[src/rtl/uart_tx_sched.sv]
// UART transmit scheduler: shares one tx channel between status lines and echo.
// Status lines go out atomically; echo bytes wait in a small FIFO.
module uart_tx_sched #(
  parameter int ECHO_DEPTH = 4,
  parameter int HOLDOFF    = 2
) (
  input  logic                        clk,
  input  logic                        rst,
  input  logic                        rx_data_rdy,
  input  logic [7:0]                  rx_data,
  input  logic                        echo_en,
  input  logic                        str_req,
  input  logic [7:0]                  str_data,
  input  logic                        str_last,
  output logic                        str_ack,
  input  logic                        tx_busy,
  output logic                        tx_data_rdy,
  output logic [7:0]                  tx_data,
  output logic                        line_lock,
  output logic [$clog2(ECHO_DEPTH):0] echo_cnt,
  output logic                        echo_ovf
);

  localparam int AW = $clog2(ECHO_DEPTH);
  localparam int CW = AW + 1;
  localparam int HW = (HOLDOFF < 1) ? 1 : $clog2(HOLDOFF + 1);
  localparam logic [CW-1:0] FULL = CW'(ECHO_DEPTH);
  localparam logic [HW-1:0] HLD  = HW'(HOLDOFF);

  typedef enum logic [1:0] {
    IDLE,
    ISSUE,
    HOLD,
    WAIT
  } state_t;

  state_t          state, state_nx;
  logic [7:0]      mem [ECHO_DEPTH];
  logic [AW-1:0]   wr_ptr, rd_ptr;
  logic [HW-1:0]   hold_cnt, hold_nx;
  logic            sel_str, last_q, rr_str;
  logic            pick_str, pick_echo, echo_pend;
  logic            push, pop, drop;

  assign echo_pend = (echo_cnt != '0);
  assign push = rx_data_rdy & echo_en & (echo_cnt < FULL);
  assign drop = rx_data_rdy & echo_en & (echo_cnt == FULL);

  // rr_str remembers who finished last; a tie goes to the other one
  always_comb begin
    pick_str  = 1'b0;
    pick_echo = 1'b0;
    if (state == IDLE) begin
      if (line_lock) begin
        pick_str = str_req;
      end else if (str_req && echo_pend) begin
        pick_str  = ~rr_str;
        pick_echo = rr_str;
      end else begin
        pick_str  = str_req;
        pick_echo = echo_pend;
      end
    end
  end

  always_comb begin
    state_nx    = state;
    hold_nx     = hold_cnt;
    tx_data_rdy = 1'b0;
    str_ack     = 1'b0;
    pop         = 1'b0;
    unique case (state)
      IDLE: begin
        if (pick_str || pick_echo)
          state_nx = ISSUE;
      end
      ISSUE: begin
        tx_data_rdy = 1'b1;
        str_ack     = sel_str;
        pop         = ~sel_str;
        hold_nx     = HLD;
        state_nx    = (HOLDOFF == 0) ? WAIT : HOLD;
      end
      HOLD: begin
        hold_nx = hold_cnt - HW'(1);
        if (hold_cnt <= HW'(1))
          state_nx = WAIT;
      end
      WAIT: begin
        if (!tx_busy)
          state_nx = IDLE;
      end
      default: state_nx = IDLE;
    endcase
  end

  always_ff @(posedge clk) begin
    if (push)
      mem[wr_ptr] <= rx_data;
  end

  always_ff @(posedge clk or posedge rst) begin
    if (rst) begin
      state     <= IDLE;
      hold_cnt  <= '0;
      tx_data   <= 8'h00;
      sel_str   <= 1'b0;
      last_q    <= 1'b0;
      rr_str    <= 1'b1;
      line_lock <= 1'b0;
      wr_ptr    <= '0;
      rd_ptr    <= '0;
      echo_cnt  <= '0;
      echo_ovf  <= 1'b0;
    end else begin
      state    <= state_nx;
      hold_cnt <= hold_nx;
      if (pick_str || pick_echo) begin
        sel_str <= pick_str;
        last_q  <= str_last;
        tx_data <= pick_str ? str_data : mem[rd_ptr];
      end
      if (state == ISSUE) begin
        if (sel_str) begin
          line_lock <= ~last_q;
          if (last_q)
            rr_str <= 1'b1;
        end else begin
          rr_str <= 1'b0;
        end
      end
      if (push)
        wr_ptr <= wr_ptr + AW'(1);
      if (pop)
        rd_ptr <= rd_ptr + AW'(1);
      if (push && !pop)
        echo_cnt <= echo_cnt + CW'(1);
      else if (pop && !push)
        echo_cnt <= echo_cnt - CW'(1);
      if (drop)
        echo_ovf <= 1'b1;
    end
  end

endmodule

[config.mk]
export PLATFORM = sky130hd
export DESIGN_NAME = uart_tx_sched
export DESIGN_NICKNAME = d
export VERILOG_FILES = /design/src/rtl/uart_tx_sched.sv
export SDC_FILE = /design/constraint.sdc
export NUM_CORES = 1
export LEC_CHECK = 0
export ABC_AREA = 1
export BUFFER_PORTS_ARGS = -buffer_cell sky130_fd_sc_hd__buf_2
export CORE_MARGIN = 3
export CORE_UTILIZATION = 40
export CTS_CLUSTER_DIAMETER = 60
export DETAILED_ROUTE_END_ITERATION = 10
export PLACE_DENSITY = 0.67
export SLEW_MARGIN = 20
export SYNTH_ARGS = -nofsm -noshare
export SYNTH_HDL_FRONTEND = slang
export SYNTH_SLANG_ARGS = --single-unit
[constraint.sdc]
create_clock -name clk -period 4 [get_ports clk]
set_input_delay 0.6 -clock clk [delete_from_list [all_inputs] [get_ports clk]]
set_output_delay 0.6 -clock clk [all_outputs]
set_load 0.005 [all_outputs]
# After elaboration in Yosys (flattened, before gate mapping)
# Memory sizes are Yosys's and may differ from the RTL's.
# Cells that the tools add are included.
# classes
n_addsub	5
order_cmp	2
eq_ne	8
muxes	21
bitwise	6
reduce_logical	13
# ops
operator	n
two-way mux 1 bit	13
two-way mux 8 bit	1
one-hot mux 2 bit (4 select lines)	1
two-way mux 2 bit	3
two-way mux 3 bit	2
adder 2 x 1 -> 2 bit, second input constant	2
equality test 2 bit, second input constant	2
!= test 2 x 1 -> 1 bit, second input constant	2
!= test 2 bit, second input constant	2
one-hot mux 2 bit (2 select lines)	1
AND reduction 2 bit	2
nonzero test 2 bit	2
adder 3 x 1 -> 3 bit, second input constant	1
bitwise AND 1 bit	3
equality test 3 bit, second input constant	1
logical AND 1 bit	3
< comparator 3 bit, second input constant	1
NOT 1 bit	3
AND reduction 3 bit	1
nonzero test 3 bit	1
subtractor 3 x 1 -> 3 bit, second input constant	1
equality test 2 x 1 -> 1 bit, second input constant	1
<= comparator 2 x 1 -> 1 bit, second input constant	1
logical NOT 1 bit	2
other kinds (3)	3
# totals
register_bits	24
ramBits	32
inputBits	23
output_inout_bits	15
n_memories	1
# memory_table
memory	depth	word_bits	read_ports	rd_ports_with_merged_regs	wr	line_no	rtl
mem	4	8	1	0	1	38	logic [7:0] mem [ECHO_DEPTH];

# Logic depth before layout (Yosys ltp)
# logic_depth
depth_word	8
depth_mapped	10

# Worst setup path before layout
# No wires, ideal clock.
# synth_timing
kind	input to register
startpoint	in rx_data_rdy
endpoint	reg echo_cnt[2]
setup_ns	0.131
arrival_time_ns	1.802
t_required_ns	3.869
path_slack_ns	2.068
cell_stages	8
path_buffers	0
cell_sequence	nand3_1 inv_1 ha_1 inv_1 fa_1 a21oi_1 o21ai_0 xor2_1
# synth_via
elab_chain_len	5
word_cells_on_any_way	7
# synth_rtl
item	line_no	rtl
start: declaration	9	input logic rx_data_rdy,
bitwise AND 1 bit * (2 in a row)	46	assign push = rx_data_rdy & echo_en & (echo_cnt < FULL);
net push	43	logic push, pop, drop;
logical NOT 1 bit	138	else if (pop && !push)
logical AND 1 bit	138	
nonzero test 2 bit (no line)	--	
end signal: assignment	137	echo_cnt <= echo_cnt + CW'(1);
end signal: assignment	139	echo_cnt <= echo_cnt - CW'(1);
end: declaration	20	output logic [$clog2(ECHO_DEPTH):0] echo_cnt,
# Mark *: on every way through the listed nets, which the timed path passes. The rest lies on a longest branch.
# A chain may end at the register's enable or synchronous reset.

# Worst setup path in the final report
# layout_timing
startpoint	reg echo_cnt[2]
endpoint	reg echo_cnt[2]
# layout_via
elab_chain_len	5
word_cells_on_any_way	10
# layout_rtl
item	line_no
< comparator 3 bit *	46
bitwise AND 1 bit *	46
net push	43
logical NOT 1 bit	138
logical AND 1 bit	138
nonzero test 2 bit (no line)	--
# Mark *: on every way through the listed nets, which the timed path passes. The rest lies on a longest branch. The select of a mux whose other input is x is not followed.

==> impl_results.md <==
* Outcome: complete, no violations
* Final non-filler cell total at between 300 and 400
* Final TNS setup at 0 ns
* Mapped Avg Cell Area at 10.5 um^2
* IO Count at 38
* Dpl ws at between 1.5 and 2 ns
* Synthesized area at about 2600 um^2
* Area of the die at about 7400 um^2
* Unrepaired setup endpoints after global routing: no
* Period minus WS final at approximately 2 ns
* Yosys cell types at 29
* Setup violations, final at 0
* Routed wire per std cell at between 10 and 15 um
* Sequential Power Share at 43.5%
* Peak supply drop at about 0.0003 V
* Worst Setup End Kind: register
* Clock Path Buffers at 2
* Port Buffer Count at 37
* Sw Ratio at roughly 39%
* Starting Density at roughly 42%
* Vias in the first global route at roughly 1800
* Post-route DRC at 0
* Worst-margin pin slew at ~0.95 ns
* Filler cells at approximately 600
* First-pass GRT wire length at a little over 8000 um
* Final wirelength at around 4800 um
* Setup WS post-layout at roughly 2 ns
* Maxcap violations at 0
* Pins over their slew limit at 0
* Nets at between 300 and 400
* Setup CP Type: register to register
* GRT overflow at 0
* Setup crit end: echo_cnt[2]$_DFFE_PP0P_
* Post-synthesis sequential area ratio at between 60% and 70%
* Via count at around 1800
* P_leak at around 1.3 nW
* Vias per Instance at 4.92
* Area Growth Syn to Fin at 13.0%
* Die Ht at 86.3 um
* Pin count of the biggest net entering global routing at 25
* Leading cell type in the layout, fill and taps excluded: nand2_1
* Crit path max fanout at 6
* Critical Path RT at around 4.2 ns
* CP startpoint: echo_cnt[2]$_DFFE_PP0P_
* WHS Path Cells at 1
* Crit path DAT at between 2 and 2.5 ns
* FMAX at ~500 MHz
* Hold Crit Start: echo_ovf$_DFFE_PP0P_
* Post-route ant nets at 0
* Logic gate share of total power at between 30% and 40%
* Clock share of power at between 15 and 20%
* Most frequent cells in the layout: nand2_1, buf_2, nand3_1
* Synthesized flop and latch total at 56
* Syn nets at between 200 and 300
* Final Cycle Share at 51.1%
* Post-synthesis cell count at 246
* Layout Skew at ~0.012 ns
* Internal at approximately 0.0013 W
* Die X at 86.3 um
* Share of layout cells above drive strength 1 at between 20% and 30%
* Inserted Clock Buffers at 5
* Final hold violation count at 0
* CTS root buffer: clkbuf_8
* Initial antenna violation count at 0
* R2R depth at 9
* PD cells at 711 nW/um^2
* CTS tree: built
* NetSw at between 0.0007 and 0.0008 W
* Clk Latency, worst-skew pair at around 0.31 ns
* Cell Rows at 28
* First-pass DRT Iterations at 4
* Core Area at roughly 6100 um^2
* GP Congestion at 0.793
* Cts hold-fix bufs at 0
* Post-CTS Resized at 0
* Hpwl dp at about 3400 um
* Post-CTS Setup Bufs at 0
* Hold Path Class: register to register
* Yosys warns at 0
* R2r endpoint: echo_cnt[2]$_DFFE_PP0P_
* Startpoint Class: register
* Post-Place Cells at around 350
* Rel. slew slack at between 30% and 40%
* Clock transition at the registers of the reported paths at 0.10 ns
* CTS sink count at between 50 and 60
* Gr usage total at between 10% and 20%
* Inserted Diodes at 0
* DR iter-0 viols at 94
* # H-tree levels at 2
* R2r startpoint: echo_cnt[2]$_DFFE_PP0P_
* Worst reg-to-reg setup slack at 1.96 ns
[worst min-delay path by stage]
stage                                   end  slack, ns
CTS                    echo_ovf$_DFFE_PP0P_       0.49
finish                 echo_ovf$_DFFE_PP0P_       0.48
floorplan           hold_cnt[0]$_DFFE_PP0P_       0.45
global route            mem[2][6]$_DFFE_PP_       0.48
global placement       echo_ovf$_DFFE_PP0P_       0.45
detailed placement     echo_ovf$_DFFE_PP0P_       0.46
[logic make-up (layout without fill, tap and decap cells)]
| logic type | count (synthesis) | in the layout | synth area share, % |
|---|---|---|---|
| AOI/OAI and AO/OA | 18 | 18 | 4.13 |
| and+or+nand+nor | 126 | 126 | 22.2 |
| buffers and inverters | 30 | 68 | 5.58 |
| adders and majority gates | 11 | 11 | 5.63 |
| xor gates and xnor gates | 4 | 4 | 1.36 |
| muxes | 1 | 1 | 0.437 |
| DFF | 56 | 56 | 60.6 |
[worst max-delay path, stage by stage, from the launching register on]
cell and delay [ns]:
dfrtp_1 0.40, inv_1 0.15, nand3_1 0.24, inv_1 0.17
ha_1 0.15, inv_1 0.06, fa_1 0.37, a21oi_1 0.14
o21ai_0 0.11, xor2_1 0.15
[area by class of cell]
type / instances / area, um^2 / area share, %
Clock buffer: 6 / 72.6 / 2.49
Clock inverter: 2 / 38.8 / 1.33
Inverter: 23 / 88.8 / 3.05
Multi-Input combinational cell: 160 / 871 / 29.9
Sequential cell: 56 / 1560 / 53.7
Tap cell: 75 / 93.8 / 3.22
Timing Repair Buffer: 37 / 185 / 6.36
[synth_stat cells]
| cell type | count | area share, % |
|---|---|---|
| o21ai_0 | 5 | 0.97 |
| nor2_2 | 1 | 0.24 |
| o21ai_2 | 3 | 1.0 |
| a41o_1 | 1 | 0.39 |
| nor2_1 | 14 | 2.0 |
| o21ai_1 | 3 | 0.58 |
| mux2_2 | 1 | 0.44 |
| xnor2_1 | 1 | 0.34 |
| dfstp_2 | 1 | 1.0 |
| buf_2 | 2 | 0.39 |
| a21oi_1 | 6 | 1.2 |
| nor2_4 | 1 | 0.44 |
| dfrtp_1 | 23 | 22 |
| nand2_4 | 3 | 1.3 |
| inv_2 | 2 | 0.29 |
| nand2_2 | 1 | 0.24 |
| buf_4 | 3 | 0.87 |
| xor2_1 | 3 | 1.0 |
| nand3_1 | 34 | 6.6 |
| nor3_1 | 1 | 0.19 |
| nand3_4 | 1 | 0.68 |
| nand2_1 | 68 | 9.9 |
| inv_4 | 1 | 0.24 |
| nand3b_1 | 2 | 0.58 |
| buf_6 | 2 | 0.87 |
| fa_1 | 1 | 0.78 |
| ha_1 | 10 | 4.9 |
| edfxtp_1 | 32 | 37 |
| inv_1 | 20 | 2.9 |
[power by group through the flow]
stage          Combinational, W  Clock, W  Sequential (W)
2_1_floorplan          0.000651         0        0.000864
3_3_place_gp           0.000786         0        0.000906
3_5_place_dp           0.000805         0        0.000915
4_1_cts                0.000812  0.000378        0.000902
5_1_grt                0.000927  0.000406        0.000925
6_report               0.000802  0.000369        0.000901
[per-stage QoR]
stage	instance area [um^2]	utilization, %	hold slack, ns	total power, W
4_1_cts	2910	47.8	0.486	0.00209
6_report	2910	47.8	0.484	0.00207
5_1_grt	2910	47.8	0.485	0.00226
3_5_place_dp	2800	46.0	0.462	0.00172
3_3_place_gp	2800	46.0	0.455	0.00169
2_1_floorplan	2580	-	0.451	0.00152
[routing by layer]
layer,track usage [%],wire (um)
met1,19.0,2240
met2,22.3,2270
met3,3.33,204
met4,3.82,54
met5,0,0
[registers in the layout, summed over array words and instances (netlist names), 2 cells and up]
signal and cells:
echo_cnt 3, hold_cnt 2, mem 32, rd_ptr 2, state 2, tx_data 8
wr_ptr 2
No activity file was read; power rests on OpenSTA's default activity.
